<file path="config.mk">
export PLATFORM = sky130hd
export DESIGN_NAME = pcap_replay_fifo_unpacker
export DESIGN_NICKNAME = d
export VERILOG_FILES = /design/src/rtl/pcap_replay_pkg.sv /design/src/rtl/pcap_word_buf.sv /design/src/rtl/pcap_replay_fifo_unpacker.sv
export SDC_FILE = /design/constraint.sdc
export NUM_CORES = 1
export LEC_CHECK = 0
export CELL_PAD_IN_SITES_DETAIL_PLACEMENT = 1
export CELL_PAD_IN_SITES_GLOBAL_PLACEMENT = 1
export CORE_MARGIN = 4
export CORE_UTILIZATION = 45
export DETAILED_ROUTE_END_ITERATION = 8
export HOLD_SLACK_MARGIN = 0.15
export PLACE_DENSITY = 0.77
export SETUP_SLACK_MARGIN = 0.3
export SYNTH_ARGS = -nofsm -noshare
export SYNTH_HDL_FRONTEND = slang
export SYNTH_HIERARCHICAL = 1
export SYNTH_SLANG_ARGS = --single-unit
</file>
<file path="constraint.sdc">
create_clock -name axi_aclk -period 2.7 [get_ports axi_aclk]
set_input_delay 0.27 -clock axi_aclk [delete_from_list [all_inputs] [get_ports axi_aclk]]
set_output_delay 0.27 -clock axi_aclk [all_outputs]
set_load 0.02 [all_outputs]
</file>
<file path="src/rtl/pcap_replay_pkg.sv">
// Shared constants and types for the pcap replay unpacker stage.
// Latency: n/a (package only).
// Backpressure: n/a (package only).
// Contents: FIFO word field positions, bus widths, FIFO word struct, strobe-mask helper.
package pcap_replay_pkg;

    localparam int FIFO_W  = 144;
    localparam int AXIS_W  = 64;
    localparam int STRB_W  = AXIS_W / 8;
    localparam int DATA_W  = 128;
    localparam int SOP_BIT = 128;
    localparam int EOP_BIT = 129;
    localparam int NB_LO   = 130;
    localparam int NB_HI   = 133;

    // Packed view of one upstream FIFO word, MSB first.
    typedef struct packed {
        logic [9:0]        rsvd;
        logic [3:0]        nbytes_m1;
        logic              eop;
        logic              sop;
        logic [DATA_W-1:0] data;
    } fifo_word_t;

    // Low-order byte mask for nb valid bytes, nb in 1..8.
    function automatic logic [STRB_W-1:0] strb_mask(input logic [3:0] nb);
        logic [3:0] shift;
        shift = 4'd8 - nb;
        return 8'hFF >> shift;
    endfunction

endpackage

</file>
<file path="src/rtl/pcap_word_buf.sv">
// Three-entry FIFO-order register buffer; entry 0 is always the head word.
// Latency: a pushed word is visible at head_dat the cycle after push_vld (when buffer was empty).
// Backpressure: none internally; caller must not push when full (such pushes are dropped).
// Ports: core_clk/arst_n clock and async active-low reset; push_vld/push_dat write side;
//        pop_vld removes the head; head_dat is entry 0; count is occupancy 0..3.
module pcap_word_buf #(
    parameter int W = 144
) (
    input  logic         core_clk,
    input  logic         arst_n,
    input  logic         push_vld,
    input  logic [W-1:0] push_dat,
    input  logic         pop_vld,
    output logic [W-1:0] head_dat,
    output logic [1:0]   count
);

    logic [W-1:0] mem [3];
    logic [1:0]   cnt;
    logic         do_push;
    logic         do_pop;
    logic [1:0]   wslot;

    assign do_push = push_vld && (cnt != 2'd3);
    assign do_pop  = pop_vld && (cnt != 2'd0);
    // A simultaneous pop shifts everything down one slot, so the write lands one lower.
    assign wslot   = cnt - {1'b0, do_pop};

    always_ff @(posedge core_clk or negedge arst_n) begin
        if (!arst_n) begin
            for (int i = 0; i < 3; i++) begin
                mem[i] <= '0;
            end
            cnt <= 2'd0;
        end else begin
            if (do_pop) begin
                mem[0] <= mem[1];
                mem[1] <= mem[2];
            end
            // Later assignment wins over the shift above for the written slot.
            if (do_push) begin
                case (wslot)
                    2'd0:    mem[0] <= push_dat;
                    2'd1:    mem[1] <= push_dat;
                    default: mem[2] <= push_dat;
                endcase
            end
            cnt <= cnt + {1'b0, do_push} - {1'b0, do_pop};
        end
    end

    assign head_dat = mem[0];
    assign count    = cnt;

endmodule

</file>
<file path="src/rtl/pcap_replay_fifo_unpacker.sv">
// Serialises 144-bit replay FIFO words into one or two 64-bit AXI4-Stream beats; counts packets, flags sop/eop errors.
// Latency: fifo_rd_en in cycle N -> word buffered end of N+1 -> m_axis_tvalid in N+2; one beat per cycle sustained.
// Backpressure: m_axis_tready stalls the head beat; reads stop once buffered + in-flight words reach 3 (no tready->rd_en path).
// Ports: axi_aclk/axi_resetn clock and async active-low reset; fifo_dout/fifo_empty/fifo_rd_en standard-mode FIFO read port;
//        m_axis_* 64-bit AXIS master; pkt_count packets emitted (wraps); proto_err sticky framing error.
module pcap_replay_fifo_unpacker
    import pcap_replay_pkg::*;
#(
    parameter int C_M_AXIS_DATA_WIDTH = 64,
    parameter int C_FIFO_WIDTH        = 144
) (
    input  logic                             axi_aclk,
    input  logic                             axi_resetn,
    input  logic [C_FIFO_WIDTH-1:0]          fifo_dout,
    input  logic                             fifo_empty,
    output logic                             fifo_rd_en,
    output logic [C_M_AXIS_DATA_WIDTH-1:0]   m_axis_tdata,
    output logic [C_M_AXIS_DATA_WIDTH/8-1:0] m_axis_tstrb,
    output logic                             m_axis_tvalid,
    input  logic                             m_axis_tready,
    output logic                             m_axis_tlast,
    output logic [31:0]                      pkt_count,
    output logic                             proto_err
);

    logic              rd_arm;
    logic              inflight;
    logic              lane;
    logic              in_pkt;
    logic [1:0]        buf_cnt;
    logic [FIFO_W-1:0] head_raw;
    fifo_word_t        head;

    logic              beat_vld;
    logic              two_beat;
    logic              final_beat;
    logic [3:0]        tail_n;
    logic [STRB_W-1:0] beat_strb;
    logic [AXIS_W-1:0] beat_dat;
    logic              beat_last;
    logic              hs;
    logic              pop_vld;

    // rd_arm holds reads off during reset and for one cycle after, keeping
    // fifo_rd_en low in reset regardless of fifo_empty.
    assign fifo_rd_en = rd_arm && !fifo_empty &&
                        (({1'b0, buf_cnt} + {2'b00, inflight}) <= 3'd2);

    pcap_word_buf #(.W(FIFO_W)) u_word_buf (
        .core_clk (axi_aclk),
        .arst_n   (axi_resetn),
        .push_vld (inflight),
        .push_dat (fifo_dout),
        .pop_vld  (pop_vld),
        .head_dat (head_raw),
        .count    (buf_cnt)
    );

    assign head = fifo_word_t'(head_raw);

    // Non-eop words always carry 16 bytes; eop words need the high half only above 8 bytes.
    assign beat_vld   = (buf_cnt != 2'd0);
    assign two_beat   = !head.eop || head.nbytes_m1[3];
    assign final_beat = lane || !two_beat;
    // Bytes in the final beat of an eop word: n for a short word, n-8 for a long one.
    assign tail_n     = two_beat ? (head.nbytes_m1 - 4'd7) : (head.nbytes_m1 + 4'd1);
    assign beat_strb  = (head.eop && final_beat) ? strb_mask(tail_n) : {STRB_W{1'b1}};
    assign beat_dat   = lane ? head.data[DATA_W-1:AXIS_W] : head.data[AXIS_W-1:0];
    assign beat_last  = head.eop && final_beat;

    assign m_axis_tvalid = beat_vld;
    assign m_axis_tdata  = beat_vld ? beat_dat  : '0;
    assign m_axis_tstrb  = beat_vld ? beat_strb : '0;
    assign m_axis_tlast  = beat_vld && beat_last;

    assign hs      = beat_vld && m_axis_tready;
    assign pop_vld = hs && final_beat;

    always_ff @(posedge axi_aclk or negedge axi_resetn) begin
        if (!axi_resetn) begin
            rd_arm    <= 1'b0;
            inflight  <= 1'b0;
            lane      <= 1'b0;
            in_pkt    <= 1'b0;
            pkt_count <= 32'd0;
            proto_err <= 1'b0;
        end else begin
            rd_arm   <= 1'b1;
            inflight <= fifo_rd_en;
            if (hs) begin
                lane <= !final_beat;
                // Framing is judged once per word, on its first beat.
                if (!lane && (head.sop == in_pkt)) begin
                    proto_err <= 1'b1;
                end
                if (beat_last) begin
                    in_pkt    <= 1'b0;
                    pkt_count <= pkt_count + 32'd1;
                end else if (!lane) begin
                    in_pkt <= 1'b1;
                end
            end
        end
    end

endmodule

</file>
; ---- Word-level counts from Yosys, hierarchy flattened
; Cells that the tools add are included.
[totals]
reg_bits = 471
input_bits = 148
wordCells = 60
[op_classes]
add_sub_neg = 8
magnitude_cmp = 1
n_eq_ne = 4
shift = 1
mux = 12
bitwise_logic = 1
n_reduce_logical = 23
[ops]
columns = cell, n
row1 = 2-to-1 mux 144 bit, 3
row2 = 2-to-1 mux 432 bit, 1
row3 = 2-to-1 mux 288 bit, 1
row4 = 2-to-1 mux 64 bit, 2
row5 = "adder 32 x 1 -> 32 bit, second input constant", 1
row6 = 2-to-1 mux 8 bit, 2
row7 = logical AND 1 bit, 9
row8 = AND reduction 2 bit, 4
row9 = ">> shifter 8 x 4 -> 8 bit, first input constant", 1
row10 = zero test 1 bit, 5
row11 = "adder 4 x 1 -> 4 bit, second input constant", 1
row12 = 2-to-1 mux 4 bit, 1
row13 = subtractor 2 x 1 -> 2 bit, 2
row14 = "subtractor 4 x 3 -> 4 bit, second input constant", 1
row15 = "subtractor 4 bit, first input constant", 1
row16 = adder 2 x 1 -> 3 bit, 1
row17 = "<= comparator 3 x 2 -> 1 bit, second input constant", 1
row18 = adder 2 x 1 -> 2 bit, 1
row19 = "== test 2 x 1 -> 1 bit, second input constant", 1
row20 = zero test 2 bit, 1
row21 = logical OR 1 bit, 2
row22 = 2-to-1 mux 1 bit, 2
row23 = "inequality test 2 x 1 -> 1 bit, second input constant", 1
row24 = "inequality test 2 bit, second input constant", 1
row25 = 4 further kinds, 4

; ---- Depth between registers and ports, before layout
; Gate-level depths: netlist (run 1).
[logic_depth]
depth_word = 11
ltp_mapped = 12

; ---- By module
; The synthesis (run 1) kept the hierarchy.
[modules_own_cells]
columns = module, instances, cells_each, area_each_um2, seq_area_each_um2
row1 = pcap_word_buf, 1, 1878, 19588.8, 10860.4
row2 = pcap_replay_fifo_unpacker, 1, 331, 2880.3, 925.9

; ---- Least setup slack after synthesis (run 1)
; No wires, ideal clock.
[synth_timing]
path_type = register to output
startpoint = register u_word_buf.mem, in the netlist u_word_buf/head_dat[130]
endpoint = output port m_axis_tstrb[1]
t_arrival_ps = 2032
path_slack_ps = 398
stages_incl_launch_ff = 8
path_cell_list = dfrtp_1 > buf_4 > ha_1 > xor2_1 > or3_1 > xnor2_1 > nor2_1 > a211oi_1
[synth_via]
elab_chain_len = 6
[synth_rtl]
columns = element, line
row1 = start: declaration, pcap_word_buf.sv:18  ; logic [W-1:0] mem [3];
row2 = adder 4 x 1 -> 4 bit or subtractor 4 x 3 -> 4 bit (tied branches), pcap_replay_fifo_unpacker.sv:66  ; assign tail_n = two_beat ? (head.nbytes_m1 - 4'd7) : (head.nbytes_m1 + 4'd1);
row3 = 2-to-1 mux 4 bit *, pcap_replay_fifo_unpacker.sv:66
row4 = subtractor 4 bit *, pcap_replay_pkg.sv:28  ; shift = 4'd8 - nb;
row5 = >> shifter 8 x 4 -> 8 bit *, pcap_replay_pkg.sv:29  ; return 8'hFF >> shift;
row6 = 2-to-1 mux 8 bit *, pcap_replay_fifo_unpacker.sv:67  ; assign beat_strb = (head.eop && final_beat) ? strb_mask(tail_n) : {STRB_W{1'b1}};
row7 = 2-to-1 mux 8 bit *, pcap_replay_fifo_unpacker.sv:73  ; assign m_axis_tstrb = beat_vld ? beat_strb : '0;
row8 = end: declaration, pcap_replay_fifo_unpacker.sv:18  ; output logic [C_M_AXIS_DATA_WIDTH/8-1:0] m_axis_tstrb,
; Every way passes the cells marked *; elsewhere a longest branch is shown, timed or not.

; ---- Worst setup path after layout (run 1)
[layout_timing]
startpoint = register u_word_buf.mem, in the netlist u_word_buf/head_dat[131]
endpoint = output port m_axis_tstrb[5]
; The elaborated chain is that of the path after synthesis.

==> impl_metrics.ini, run 1 <==
[floorplan]
coreArea_um2 = 46600
rows = 79
die_area_um2 = 50500
pin_count = 256
die_w_um = 225
start_util_pct = 45.4
die_y_um = 225

[synth]
avgSynthCellArea_um2 = 10.1
yosys_warnings = 6
syn_inst = 2086
synth_nets = 2242
netlist_area_um2 = 21200

[place]
placed_cells = 2716
gp_congestion = 0.782
dp_hpwl_um = 35200
portBuffers = 245

[critical_path]
cp_slowest_stage_delay_ns = 0.42
crit_path_cell_trace = inv_2 -> ha_4 -> or3_4 -> xnor2_4 -> nor2_4 -> nor3_2 -> buf_4
startpoint_type = flip-flop
crit_buf_inv = 2
required_ns = 2.43
critPathSlowestCell = dfrtp_1
critPathMaxFanout = 8
end_kind = output port
path_class = reg -> out
rrSetupSlack_ns = 0.37
crit_family = simple AND/OR/NAND/NOR gates
cp.arrival_ns = 2.38

[global_route]
antenna_found_initial = 6
busiest_layer = met2
grt.total_usage_pct = 22.3
grt_max_degree = 123
met2_usage_pct = 38.4
grt_pass1_wl_um = 91600
use_met3_pct = 4.06
grt_overflow = 0
grtUsageMet1_pct = 29.2
first_global_vias = 16700

[drt]
detail_route.wl_per_cell_um = 20.9
viasPerCell = 5.45
wirelength_um = 58900
drtPass1Iterations = 6
route.detailed.drc = 0
vias = 15400
ant_nets = 0
first_iter_violations = 872

[pwr]
worst_ir_drop_vdd_v = 0.000632
internal_power_mw = 18.9
switchingPower_mw = 11.2
report.power.total_mw = 30.1
power_frac_seq_pct = 37.2
clkPwrFrac_pct = 21.9
p_leak_nw = 11.9
swShare_pct = 37.2
power.share.combinational_pct = 41.0
pwr_density_cell_nw_per_um2 = 1190

[clock_network]
clk_pin_slew_worst_paths_ns = 0.06
clock_path_buffers = 3
clock-sinks = 441
insertion_delay_ns = 0.57
cts_buffers = 48
h-tree-depth = 2
cts_root_buffer = clkbuf_16
tritoncts = built

[cells_and_area]
area_growth_syn_to_layout_pct = 19.9
n_fill_cell = 4976
final_util_pct = 54.5
drive_gt1_share_pct = 16.4
layout.nets = 2334
final_cells = 2821

[timing]
fin_hold_ws_ns = 0.301
timing.final.crit_share_pct = 98.3
skew_ns = 0.0126
fmax_mhz = 377
final.setup.tns_ns = 0
finalHoldViolCount = 0
timing.slew.headroom_pct = 49.1
worst_slew_pin_slew_ns = 0.763
finalSetupViolCount = 0
slew_violations = 0
rsz0062_at_grt = true
post-route-min-period_ns = 2.65

[min_path]
hold_path.class = in -> async

[status]
status = finished, final reports clean

[flow_run]
maxCapViolations = 0
-- worst paths after layout --
check,startpoint,to,cells after the start
min in group axi_aclk,fifo_dout[30],u_word_buf/head_dat[30],3
max reg2reg,u_word_buf/count[1],u_word_buf/mem[55],7
min,axi_resetn,pkt_count[14],2
max,u_word_buf/head_dat[131],m_axis_tstrb[5],7
min reg2reg,proto_err,proto_err,1
max in group asynchronous,axi_resetn,u_word_buf/mem[124],3
-- per-stage QoR --
stage / area, um2 / worst slack, ns
2_1_floorplan: 21200 / 0.398
3_3_place_gp: 23400 / 0.0999
3_5_place_dp: 23400 / -0.0509
4_1_cts: 25200 / 0.0111
5_1_grt: 25400 / -0.0679
6_report: 25400 / 0.0451
-- routing by layer --
metal / routed length (um) / vias to the layer above
met4: 1260 / 10
met5: 66 / -
li1: - / 7087
met1: 25600 / 7935
met2: 29600 / 252
met3: 2360 / 94
-- registers in the layout, indices dropped and copies added, names as in the netlist --
signal               cells
u_word_buf/head_dat    134
in_pkt                   1
u_word_buf/count         2
rd_arm                   1
u_word_buf/mem         268
proto_err                1
lane                     1
inflight                 1
pkt_count               32
-- layout by cell type (no fill, tap or decap), types with 17 or more instances in the layout --
cell type,instances
dfrtp_1,440
nand2_1,413
nor2_1,209
mux2i_1,190
clkdlybuf4s50_1,169
a31oi_1,136
mux2_2,131
o21ai_0,85
clkbuf_16,55
o21ai_1,51
buf_4,33
dlygate4sd2_1,29
buf_12,25
xnor2_1,19
buf_2,17
-- power by group through the flow --
stage	registers (mW)	logic (mW)	clock network (mW)
after detailed placement	11.2	11.9	0
after global routing	11.5	13.4	7.06
after global placement	11.0	11.4	0
after floorplan	10.7	9.00	0
after CTS	11.1	12.1	6.76
final	11.2	12.3	6.59
-- final cells by class --
type                    count  area (um2)  area share (%)
repair buffers            317        3400            13.4
diodes                      1        2.50         0.00987
well taps                 607         759            3.00
multi-input cells        1354        8530            33.6
clock buffers              69        1410            5.57
inverters                  16        60.1           0.237
clock inverters            16         160           0.632
flip-flops and latches    441       11000            43.5
-- worst register-to-register path, cell delays in order (launching register included) --
cell	delay [ns]
dfrtp_1	0.39
buf_4	0.15
o21ai_1	0.28
nor2_4	0.12
nor3b_4	0.30
buf_12	0.17
buf_6	0.37
mux2_2	0.43
-- what timing repair did --
| item | in CTS | in global routing |
|---|---|---|
| buffers inserted | 7 | 4 |
| resized for setup | 190 | 66 |
| endpoints found under the hold margin | 62 | 0 |
| pin swaps | 11 | 4 |
| hold buffers | 1 | 0 |
| endpoints found under the setup margin | 75 | 262 |
| gates cloned | 3 | 4 |
No activity file was read; power rests on OpenSTA's default activity.
==> run 2, diff against run 1 <==
--- a/config.mk
+++ b/config.mk
@@ -9,6 +9,7 @@
 export CELL_PAD_IN_SITES_GLOBAL_PLACEMENT = 1
 export CORE_MARGIN = 4
 export CORE_UTILIZATION = 45
+export CTS_CLUSTER_DIAMETER = 80
 export DETAILED_ROUTE_END_ITERATION = 8
 export HOLD_SLACK_MARGIN = 0.15
 export PLACE_DENSITY = 0.77
==> results of run 2 <==
Final layout, timing and power as in run 1 (identical DEF).
==> run 3, diff against run 2 <==
--- a/config.mk
+++ b/config.mk
@@ -11,9 +11,9 @@
 export CORE_UTILIZATION = 45
 export CTS_CLUSTER_DIAMETER = 80
 export DETAILED_ROUTE_END_ITERATION = 8
-export HOLD_SLACK_MARGIN = 0.15
 export PLACE_DENSITY = 0.77
 export SETUP_SLACK_MARGIN = 0.3
+export SKIP_CTS_REPAIR_TIMING = 1
 export SYNTH_ARGS = -nofsm -noshare
 export SYNTH_HDL_FRONTEND = slang
 export SYNTH_HIERARCHICAL = 1
==> run 3 against run 2 <==
Compared with the run above: wire length shrank 2.2%; cell area rose by 0.23%; via count is 0.80% lower; hold slack worse by 0.0079 ns; worst setup slack worse by 0.012 ns; non-clock buffer count fell by 6; sequential cell count stayed put; die area unchanged; final cell count shrank 0.18%; first-iteration DRC count increased by 0.46%; clock power hardly changed; combinational power about the same; critical path type unchanged; highest routed layer unchanged.
==> impl_metrics.ini, run 3 (synthesis results as in run 1) <==
[pwr]
worst_ir_drop_vdd_v = 0.000667
p_leak_nw = 12.3
pwr_density_cell_nw_per_um2 = 1190

[critical_path]
startpoint_type = flip-flop
cp.arrival_ns = 2.40
required_ns = 2.43
critPathMaxFanout = 8
end_kind = output port
path_class = reg -> out

[drt]
viasPerCell = 5.42
drtPass1Iterations = 5
first_iter_violations = 876
wirelength_um = 57500
detail_route.wl_per_cell_um = 20.4
ant_nets = 0
route.detailed.drc = 0
vias = 15300

[floorplan]
die_w_um = 225
start_util_pct = 45.4
pin_count = 256
die_y_um = 225
die_area_um2 = 50500
rows = 79
coreArea_um2 = 46600

[cells_and_area]
drive_gt1_share_pct = 16.1
final_util_pct = 54.6
final_cell_mix = dfrtp_1 (440), nand2_1 (413), nor2_1 (200), mux2i_1 (198), clkdlybuf4s50_1 (169)
area_growth_syn_to_layout_pct = 20.1
largest_reg_flops = 268
regMostFlops = u_word_buf/mem
layout.nets = 2328
final_common_cell = dfrtp_1

[timing]
post-route-min-period_ns = 2.67
worst_slew_pin_slew_ns = 0.830
setup_ws_ns = 0.0326
slew_violations = 0
fmax_mhz = 375
timing.slew.headroom_pct = 44.7
finalHoldViolCount = 0
rsz0062_at_grt = true
finalSetupViolCount = 0
timing.final.crit_share_pct = 98.8
skew_ns = 0.00742

[min_path]
hold_path.class = in -> async

[clock_network]
cts_root_buffer = clkbuf_16
clk_pin_slew_worst_paths_ns = 0.06
tritoncts = built
clock_path_buffers = 3
insertion_delay_ns = 0.57
clock-sinks = 441
h-tree-depth = 2
cts_buffers = 48

[place]
portBuffers = 245
gp_congestion = 0.782
pre_cts_slack_ns = -0.0509
dp_hpwl_um = 35200

[global_route]
first_global_vias = 16500
grt_pass1_wl_um = 89800
antenna_found_initial = 6
grt_max_degree = 123
grt_overflow = 0
grt.total_usage_pct = 21.7

[flow_run]
maxCapViolations = 0

[status]
status = finished, final reports clean
## run 3: power by group
part           switching, mW  total (mW)  internal, mW
Clock                   2.67        6.57          3.90
Sequential              1.64        11.2          9.53
Combinational           6.81        12.5          5.66
Total                   11.1        30.2          19.1
## run 3: layout make-up
cell class / count / area, um2
clock buffers: 69 / 1410
diodes: 2 / 5.00
flip-flops and latches: 441 / 11000
inverters: 16 / 60.1
clock inverters: 16 / 160
multi-input cells: 1354 / 8550
fillers: 4966 / 21100
repair buffers: 311 / 3430
well taps: 607 / 759
## run 3: worst paths after layout
| kind | cells past startpoint | endpoint | from | slack, ns |
|---|---|---|---|---|
| max in group asynchronous | 3 | u_word_buf/head_dat[64] | axi_resetn | 1.50 |
| min | 2 | pkt_count[14] | axi_resetn | 0.29 |
| min reg2reg | 1 | proto_err | proto_err | 0.48 |
| max | 7 | m_axis_tstrb[2] | u_word_buf/head_dat[131] | 0.03 |
| max reg2reg | 5 | u_word_buf/mem[98] | lane | 0.37 |
| min in group axi_aclk | 3 | u_word_buf/head_dat[30] | fifo_dout[30] | 0.31 |
## run 3: through the flow
stage	cells	setup TNS (ns)	hold WS, ns	area (um2)	power, mW
finish	2816	0	0.293	25400	30.2
CTS	2801	-8.10	-0.287	25000	29.9
global route	2814	-0.457	0.310	25400	32.2
floorplan	2086	0	-0.0256	21200	19.7
detailed placement	2716	-0.112	0.337	23400	23.2
global placement	2716	0	0.326	23400	22.4
## run 3: worst max-delay path, cell delays in order, from the launching register on
cell and delay (ns):
dfrtp_1 0.43, ha_2 0.20, xor2_1 0.15, or3_4 0.37, xnor2_4 0.18, nor2_4 0.10, nor3_2 0.22, buf_4 0.17
## run 3: per-layer routing
metal	part of all wire (%)	routed length (um)	track usage (%)	vias to the layer above
li1	-	-	-	7073
met1	43	25000	28.6	7833
met2	50	28700	37.5	244
met3	4.0	2320	3.95	97
met4	2.5	1450	5.59	8
met5	0.085	49	0	-
